[src/rtl/pes_demux.sv]
`default_nettype none
// ============================================================================
// Module   : pes_demux
// Purpose  : Byte-wise MPEG-1/MPEG-2 program-stream parser. Detects PES
//            packets, strips their headers and steers payload bytes to one of
//            NUM_CH channel FIFOs by masked stream_id match. Everything else
//            (pack/system headers, PES headers, unmatched packets) is written
//            to the misc FIFO.
// Revision : 1.0 - initial release
// ============================================================================
module pes_demux #(
  parameter int NUM_CH   = 2,
  parameter int MPEG2_EN = 1,
  parameter int MISC_EN  = 1
) (
  input  logic                clk,
  input  logic                rst,
  input  logic                clk_en,
  input  logic [7:0]          stream_in,
  input  logic                stream_empty,
  input  logic                stream_end_in,
  output logic                stream_rd,
  input  logic [8*NUM_CH-1:0] ch_id,
  input  logic [8*NUM_CH-1:0] ch_mask,
  input  logic [NUM_CH-1:0]   ch_afull,
  input  logic                misc_afull,
  output logic [7:0]          stream_out,
  output logic [NUM_CH-1:0]   ch_wr,
  output logic                misc_wr,
  output logic                stream_end_out,
  output logic                hdr_err
);

  localparam int                CH_W     = (NUM_CH > 1) ? $clog2(NUM_CH) : 1;
  localparam logic [NUM_CH-1:0] CH_ONE   = NUM_CH'(1);
  localparam logic              MISC_ON  = (MISC_EN != 0);
  localparam logic              MPEG2_ON = (MPEG2_EN != 0);

  typedef enum logic [3:0] {
    S_SYNC    = 4'd0,
    S_LEN_HI  = 4'd1,
    S_LEN_LO  = 4'd2,
    S_HDR1    = 4'd3,
    S_STD     = 4'd4,
    S_H2F     = 4'd5,
    S_H2LEN   = 4'd6,
    S_TS      = 4'd7,
    S_SKIP    = 4'd8,
    S_PAYLOAD = 4'd9
  } state_t;

  state_t            state;
  logic              held;       // a byte from the input FIFO is on stream_in
  logic [23:0]       sr;         // start-code shift register (SYNC only)
  logic [15:0]       cnt;        // bytes remaining in the current PES packet
  logic [7:0]        len_hi;     // upper length byte, waiting for the lower
  logic [7:0]        sub_cnt;    // timestamp / header-skip byte counter
  logic              ch_valid;   // current packet is routed to a channel
  logic [CH_W-1:0]   ch_sel;     // channel latched at packet start

  logic              stall;
  logic              adv;
  logic              take;
  logic              hit;
  logic [CH_W-1:0]   hit_idx;
  logic              pkt_start;
  logic              last;
  logic              in_hdr;
  logic              hdr1_ok;
  logic              err;
  logic              to_ch;

  // Input handshake: a held byte is consumed whenever no downstream FIFO is near full
  always_comb begin
    stall     = (|ch_afull) | (misc_afull & MISC_ON);
    adv       = held & ~stall;
    stream_rd = clk_en & (~held | adv);
    take      = clk_en & adv;
  end

  // Lowest-numbered channel whose masked stream_id equals the current byte
  always_comb begin
    hit     = 1'b0;
    hit_idx = '0;
    for (int k = NUM_CH - 1; k >= 0; k--) begin
      if (((stream_in ^ ch_id[8*k +: 8]) & ch_mask[8*k +: 8]) == 8'h00) begin
        hit     = 1'b1;
        hit_idx = CH_W'(k);
      end
    end
  end

  // Per-byte classification of the byte currently on stream_in
  always_comb begin
    pkt_start = (state == S_SYNC) && (sr == 24'h000001) && (stream_in >= 8'hBD);
    last      = (cnt == 16'd1);
    in_hdr    = (state == S_HDR1) || (state == S_STD) || (state == S_H2F) ||
                (state == S_H2LEN) || (state == S_TS) || (state == S_SKIP);
    hdr1_ok   = (stream_in == 8'hFF) ||
                (stream_in[7:6] == 2'b01) ||
                ((stream_in[7:6] == 2'b10) && MPEG2_ON) ||
                (stream_in[7:4] == 4'b0010) ||
                (stream_in[7:4] == 4'b0011) ||
                (stream_in == 8'h0F);
    // Running out of packet inside the header is as malformed as a bad marker byte
    err       = in_hdr && (last || ((state == S_HDR1) && !hdr1_ok));
    to_ch     = (state == S_PAYLOAD) && ch_valid;
  end

  // Held-byte flag, output byte register and write/error strobes
  always_ff @(posedge clk) begin
    if (rst) begin
      held           <= 1'b0;
      stream_out     <= 8'h00;
      ch_wr          <= '0;
      misc_wr        <= 1'b0;
      hdr_err        <= 1'b0;
      stream_end_out <= 1'b0;
    end else begin
      ch_wr   <= '0;
      misc_wr <= 1'b0;
      hdr_err <= 1'b0;
      if (clk_en) begin
        held           <= (held & ~adv) | (stream_rd & ~stream_empty);
        stream_end_out <= stream_end_in & stream_empty & ~held;
      end
      if (take) begin
        stream_out <= stream_in;
        hdr_err    <= err;
        if (to_ch) begin
          ch_wr <= CH_ONE << ch_sel;
        end else begin
          misc_wr <= MISC_ON;
        end
      end
    end
  end

  // Packet parser: advances one step per consumed byte
  always_ff @(posedge clk) begin
    if (rst) begin
      state    <= S_SYNC;
      sr       <= 24'hFFFFFF;
      cnt      <= 16'd0;
      len_hi   <= 8'h00;
      sub_cnt  <= 8'h00;
      ch_valid <= 1'b0;
      ch_sel   <= '0;
    end else if (take) begin
      case (state)
        S_SYNC: begin
          sr <= {sr[15:0], stream_in};
          if (pkt_start) begin
            // Clear the start code so the stream_id byte can never re-trigger
            sr       <= 24'hFFFFFF;
            state    <= S_LEN_HI;
            ch_valid <= hit && (stream_in != 8'hBE) && (stream_in != 8'hBF);
            ch_sel   <= hit_idx;
          end
        end
        S_LEN_HI: begin
          len_hi <= stream_in;
          state  <= S_LEN_LO;
        end
        S_LEN_LO: begin
          cnt <= {len_hi, stream_in};
          if ({len_hi, stream_in} == 16'd0) begin
            state <= S_SYNC;
          end else if (ch_valid) begin
            state <= S_HDR1;
          end else begin
            state <= S_PAYLOAD;
          end
        end
        default: begin
          cnt <= cnt - 16'd1;
          if (err) begin
            state <= S_SYNC;
          end else begin
            case (state)
              S_HDR1: begin
                if (stream_in == 8'hFF) begin
                  state <= S_HDR1;
                end else if (stream_in[7:6] == 2'b01) begin
                  state <= S_STD;
                end else if (stream_in[7:6] == 2'b10) begin
                  state <= S_H2F;
                end else if (stream_in[7:4] == 4'b0010) begin
                  state   <= S_TS;
                  sub_cnt <= 8'd4;
                end else if (stream_in[7:4] == 4'b0011) begin
                  state   <= S_TS;
                  sub_cnt <= 8'd9;
                end else begin
                  state <= S_PAYLOAD;
                end
              end
              S_STD:   state <= S_HDR1;
              S_H2F:   state <= S_H2LEN;
              S_H2LEN: begin
                sub_cnt <= stream_in;
                state   <= (stream_in == 8'h00) ? S_PAYLOAD : S_SKIP;
              end
              S_TS, S_SKIP: begin
                sub_cnt <= sub_cnt - 8'd1;
                if (sub_cnt == 8'd1) begin
                  state <= S_PAYLOAD;
                end
              end
              S_PAYLOAD: begin
                if (last) begin
                  state <= S_SYNC;
                end
              end
              default: state <= S_SYNC;
            endcase
          end
        end
      endcase
    end
  end

endmodule
`default_nettype wire

[config.mk]
export PLATFORM = sky130hd
export DESIGN_NAME = pes_demux
export DESIGN_NICKNAME = d
export VERILOG_FILES = /design/src/rtl/pes_demux.sv
export SDC_FILE = /design/constraint.sdc
export NUM_CORES = 1
export LEC_CHECK = 0
export CAP_MARGIN = 10
export CORE_AREA = 10 10 101 171
export CTS_CLUSTER_DIAMETER = 100
export DETAILED_ROUTE_END_ITERATION = 16
export DIE_AREA = 0 0 111 181
export GPL_ROUTABILITY_DRIVEN = 0
export PLACE_DENSITY = 0.49
export SLEW_MARGIN = 20
export SYNTH_ARGS = -nofsm -noshare
export SYNTH_HDL_FRONTEND = slang
export SYNTH_SLANG_ARGS = --single-unit
[constraint.sdc]
create_clock -name clk -period 2.7 [get_ports clk]
set_clock_uncertainty 0.2 [all_clocks]
set_input_delay 0.27 -clock clk [delete_from_list [all_inputs] [get_ports clk]]
set_output_delay 0.27 -clock clk [all_outputs]
set_load 0.01 [all_outputs]
# --- Word level (Yosys, flattened, before mapping) ---
# Index checks and enable logic that the tools add are counted.
word_totals:
  out_inout_bits: 14
  regBits: 76
  word_cells: 130
  inputBits: 48
classes:
  n_bitwise: 23
  n_eq_ne: 27
  n_lt_le_gt_ge: 1
  n_mux: 26
  shifts: 1
  n_reduce_logical: 37
  n_addsub: 2
op_table:
  columns: ["op", "count"]
  rows:
  - ["$mux W4", 11]
  - ["$mux W8", 5]
  - ["$pmux W16 S2", 1]
  - ["$eq A24 B1 Y1 const B", 1]
  - ["$logic_not A8 Y1", 3]
  - ["$mux W24", 1]
  - ["$pmux W4 S6", 1]
  - ["$pmux W8 S3", 1]
  - ["$and A8 B8 Y8", 2]
  - ["$eq A16 B1 Y1 const B", 1]
  - ["$eq A4 B2 Y1 const B", 4]
  - ["$eq A4 B3 Y1 const B", 4]
  - ["$logic_not A16 Y1", 1]
  - ["$ne A8 B8 Y1 const B", 2]
  - ["$sub A16 B1 Y16 const B", 1]
  - ["$xor A8 B8 Y8", 2]
  - ["$pmux W4 S3", 1]
  - ["$logic_or A1 B1 Y1", 11]
  - ["$not A1 Y1", 9]
  - ["$eq A4 B4 Y1 const B", 2]
  - ["$eq A8 B1 Y1 const B", 1]
  - ["$eq A8 B4 Y1 const B", 1]
  - ["$eq A8 B8 Y1 const B", 1]
  - ["$ge A8 B8 Y1 const B", 1]
  - ["22 further kinds", 49]

# --- Depth between registers and ports, before layout ---
logic_depth:
  ltp_word: 12
  ltp_mapped: 8
  depth_no_buf: 8

# --- Worst setup path before layout ---
# No wires, ideal clock.
synth_timing:
  kind: "reg-to-reg"
  startpoint: "reg sub_cnt[2]"
  endpoint: "reg state[1]"
  t_required_ns: 2.384
  n_path_buf: 0
  setup_time_ns: 0.116
  path_stages_with_launch: 7
  period_less_slack_ns: 2.017
  t_arrival_ns: 1.701
  setup_slack_ns: 0.683
  path_cell_list: "dfxtp_1 or4_4 nor4b_4 o211ai_2 o21ai_4 nand2_2 o211a_1"
synth_via:
  elab_chain_len: 3
synth_rtl:
  columns: ["element", "line_no", "source"]
  rows:
  - ["from (decl)", "57", "logic [7:0] sub_cnt;"]
  - ["from (signal assigned)", "201", "sub_cnt <= stream_in;"]
  - ["from (signal assigned)", "205", "sub_cnt <= sub_cnt - 8'd1;"]
  - ["$eq A8 B1 Y1", "206", "if (sub_cnt == 8'd1) begin"]
  - ["$ne A6 B6 Y1 (no line)", null, null]
  - ["$reduce_and A4 Y1 (no line)", null, null]
  - ["to (signal assigned)", "202", "state <= (stream_in == 8'h00) ? S_PAYLOAD : S_SKIP;"]
  - ["to (decl)", "52", "state_t state;"]
# Every way passes these cells.
# A chain may end at the register's enable or synchronous reset.

# --- Worst setup path after layout ---
layout_timing:
  startpoint: "reg state[2]"
  endpoint: "reg sub_cnt[1]"
layout_via:
  elab_chain_len: 9
  elab_cells_between_ends: 28
  cone_classes: "eq/ne (12); mux (1); bitwise (2); reduce/logical (13)"
layout_rtl:
  columns: ["element", "line_no", "source"]
  rows:
  - ["$eq A4 B2 Y1 / $eq A4 B3 Y1 (equally long branches)", "97, 106, 180", null]
  - ["$logic_or A1 B1 Y1 (3 in series)", "97", "in_hdr = (state == S_HDR1) || (state == S_STD) || (state == S_H2F) ||"]
  - ["$logic_or A1 B1 Y1 (2 in series)", "98", "(state == S_H2LEN) || (state == S_TS) || (state == S_SKIP);"]
  - ["$logic_and A1 B1 Y1", "106", "err = in_hdr && (last || ((state == S_HDR1) && !hdr1_ok));"]
  - ["$not A1 Y1 (no line)", null, null]
  - ["$reduce_and A8 Y1 (no line)", null, null]
# Several ways; a longest one is shown, not always the timed one.

==> results by group <==
Floorplanning
  – Die Ht: between 150 and 200 µm
  – Initial core utilization: 0.296
  – Die area: roughly 20000 µm²
  – Die Wd: 111 µm
  – Io pins: 62
  – Core Rows: 58
  – Core area: roughly 14000 µm²

Final layout
  – Reg area: 1520 µm²
  – Filler Cells Inserted: 1458
  – Synthesis-to-layout area growth: 30.0%
  – # nets final: roughly 660
  – Multi-input gate area: approximately 2500 µm²
  – Layout cell share with drive strength beyond 1: 0.117
  – Diode count: 0

Synthesis
  – Ys async rst share: 0
  – Sequential area share after synthesis: 0.359
  – Yosys warns: 0
  – Top cell type's share of synthesized area: 0.359
  – Yosys top cell by area: dfxtp_1
  – Cell variety after synth: 68
  – Main flop type after synthesis: dfxtp_1
  – Synth area leaders: dfxtp_1 36%, nand2_1 8.9%, a21oi_1 5.0%
  – Post-Syn Area per Cell: approximately 7.8 µm²
  – Synth Instances: around 550
  – Synth Cell Area: roughly 4200 µm²
  – FF+latch count, synth: 76
  – Synthesized net count: just under 600
  – EDFF count, synth: 0

Clock tree
  – Post-CTS Setup Bufs: 0
  – Clk sinks: 76
  – TritonCTS clock tree: done
  – CTS resizes: 0
  – CTS clock-pin slew for the worst setup and hold paths: roughly 0.060 ns
  – Hold_buf cts: 0
  – CTS Buf Count: 9
  – CTS H-tree lvls: 3
  – Worst-skew pair later-pin latency: around 0.34 ns
  – Maximum clock insertion buffer count: 2
  – Root buf cell: clkbuf_16

Timing
  – Slew margin rel.: 0.600
  – Final hold vios: 0
  – Minimum clock period: approximately 2.4 ns
  – Max Fclk: slightly above 0.4 GHz
  – Hold WS: approximately 0.13 ns
  – Post-route clock period utilization: 0.897
  – Worst Setup Slack, final: ~0.28 ns
  – Setup TNS: 0 ns
  – RSZ-0062 raised after global routing: no
  – Slew @ Worst Pin: between 0.5 and 0.6 ns
  – Final setup viols: 0
  – Pins over their slew limit: 0

Global route
  – Global-route wire length before repair: 22.2 mm
  – Met2 layer usage reported by global route: 0.257
  – Grt met1 use: 0.138
  – Antenna violations before repair: 0
  – Busiest grt layer: met2
  – Global-route usage over all layers: 0.137
  – Total gr overflow: 0
  – Grt met3 use: 0.0282
  – Largest net degree at the start of global routing: 34
  – Vias in the first global route: 4168

Critical path
  – Reg2reg start: state[2]$_SDFFE_PP0P_
  – CP startpoint kind: flip-flop
  – R2r setup slk: 0.28 ns
  – Critical-path cell list: nor2_1, and3_1, o311a_1, o21a_1, a2111oi_0, a211oi_2
  – Crit Path Max Fanout: 15
  – Crit end category: flip-flop
  – Crit path required time: between 2 and 3 ns
  – Slowest CP cell: dfxtp_1
  – Crit path largest cell delay: between 0.6 and 0.7 ns
  – Worst Path Class, Setup: reg -> reg
  – Critical Path AT: ~2.4 ns
  – Worst Reg-to-Reg Cells: 6
  – R2R Path End: sub_cnt[1]$_SDFFE_PP0P_

Routing
  – Total number of vias: roughly 4200
  – DRC: 0
  – Initial DRT Pass Iterations: 4
  – DR WL/cell: about 18 µm
  – Drt initial violations: around 180
  – Final wirelength: approximately 14 mm
  – Final ANT Viol Nets: 0
  – Vias per cell: approximately 5.3

Hold path
  – Hold wc startpoint: rst
  – Worst Hold End: cnt[3]$_SDFFE_PP0P_
  – Worst hold stages: 2
  – Worst min-delay path category: in -> reg

Pwr
  – Clock power frac: 0.501
  – P per Cell Area: ~500 nW/µm²
  – P_leak: ~2.1 nW
  – Internal: roughly 2.1 mW
  – Switch share: 0.240
  – Seq pwr share: 0.416
  – Peak supply drop: 0.366 mV
  – Switching pwr: ~0.66 mW
  – Logic pwr share: 0.084

Status
  – Outcome: finished, final reports clean

Run
  – Max Cap Viol: 0

Placed design
  – Place WS: around 0.096 ns
  – DP HPWL: around 11 mm
  – I/O Buffers: between 60 and 70
-- sequential cells by signal (all words and copies together) (netlist names), 2 cells and up --
signal	cells
ch_wr	2
cnt	16
len_hi	8
sr	24
state	4
stream_out	8
sub_cnt	8
-- cell usage after synthesis, types with 3 or more instances --
library cell  count
a211oi_1          3
a21oi_1          42
a22o_1            3
a22oi_1          16
a311oi_1          4
a31oi_1           5
and2_1            3
and3_1            5
buf_2            13
clkbuf_1         21
dfxtp_1          76
ha_1              4
inv_1             8
mux2i_1           9
nand2_1         100
nand3_1          32
nand4_1           9
nor2_1           50
nor2b_1           9
nor3_1           12
nor3b_1           3
nor4_1           10
nor4b_1           3
o211ai_1          4
o21a_1            4
o21ai_0          17
o21ai_1           3
o31ai_1           3
or3_1             3
xor2_1           18
-- cells in the final DEF, fill, tap and decap left out, types with 3 or more instances in the layout --
cell	Yosys	layout
o31ai_1	3	3
a21oi_1	42	42
a211oi_1	3	3
nand2_1	100	100
buf_4	0	30
a31oi_1	5	5
dfxtp_1	76	76
inv_1	8	8
a22o_1	3	3
or3_1	3	3
o21a_1	4	4
nor3_1	12	12
nand3_1	32	32
nor2b_1	9	9
nor2_1	50	50
nor4_1	10	10
a22oi_1	16	16
o211ai_1	4	4
and3_1	5	5
a311oi_1	4	4
ha_1	4	4
nand4_1	9	9
o21ai_1	3	3
and2_1	3	3
clkbuf_16	0	9
mux2i_1	9	9
nor3b_1	3	3
o21ai_0	17	17
clkdlybuf4s50_1	0	60
inv_6	0	3
xor2_1	18	18
-- per-layer routing --
layer | part of all wire | vias up
met3 | 0.036 | 26
met5 | 0 | -
met2 | 0.54 | 96
met1 | 0.39 | 1989
met4 | 0.036 | 0
li1 | - | 2090
-- cell type report --
type	count	share of cell area
inverters	8	0.00546
well taps	180	0.0409
multi-input cells	424	0.459
clock inverters	7	0.0191
clock buffers	9	0.0409
flip-flops and latches	76	0.276
repair buffers	93	0.158
-- power by group through the flow --
stage               combinational [mW]  sequential, mW  clock, mW
floorplan                       0.0947            1.16          0
global placement                 0.227            1.16          0
detailed placement               0.228            1.16          0
CTS                              0.230            1.13       1.40
global route                     0.246            1.13       1.44
finish                           0.229            1.13       1.36
-- kinds of logic after synthesis --
group,synth area share
AND/OR/NAND/NOR,0.312
AO/OA/AOI/OAI,0.209
flip-flops,0.359
buffers and inverters,0.0455
XOR/XNOR,0.0414
multiplexers,0.0213
adder cells (fa/ha/maj),0.0118
-- worst max-delay path by stage --
| stage | startpoint | to | slack, ns | cells past startpoint |
|---|---|---|---|---|
| 5_1_grt | cnt[1]$_SDFFE_PP0P_ | cnt[14]$_SDFFE_PP0P_ | 0.14 | 8 |
| 2_1_floorplan | sub_cnt[2]$_SDFFE_PP0P_ | state[1]$_SDFFE_PP0P_ | 0.68 | 6 |
| 3_5_place_dp | stream_in[7] | sub_cnt[1]$_SDFFE_PP0P_ | 0.1 | 7 |
| 3_3_place_gp | stream_in[6] | state[1]$_SDFFE_PP0P_ | 0.17 | 8 |
| 6_report | state[2]$_SDFFE_PP0P_ | sub_cnt[1]$_SDFFE_PP0P_ | 0.28 | 6 |
| 4_1_cts | state[2]$_SDFFE_PP0P_ | sub_cnt[1]$_SDFFE_PP0P_ | 0.29 | 6 |
-- worst max-delay path: cells and delay by family (launching register included) --
family / cells / cell delay (ns)
and+or+nand+nor: 2 / 0.48
DFF: 1 / 0.67
AOI/OAI and AO/OA: 4 / 0.93
-- through the flow --
step,std cells,util,cell area (µm²),power (mW)
after floorplan,545,-,4230,1.25
after global placement,781,0.362,5170,1.38
after detailed placement,781,0.362,5170,1.39
after CTS,797,0.385,5500,2.77
after global routing,797,0.385,5500,2.82
final,797,0.385,5500,2.73
Note: power is estimated with default switching activity, not from simulation.
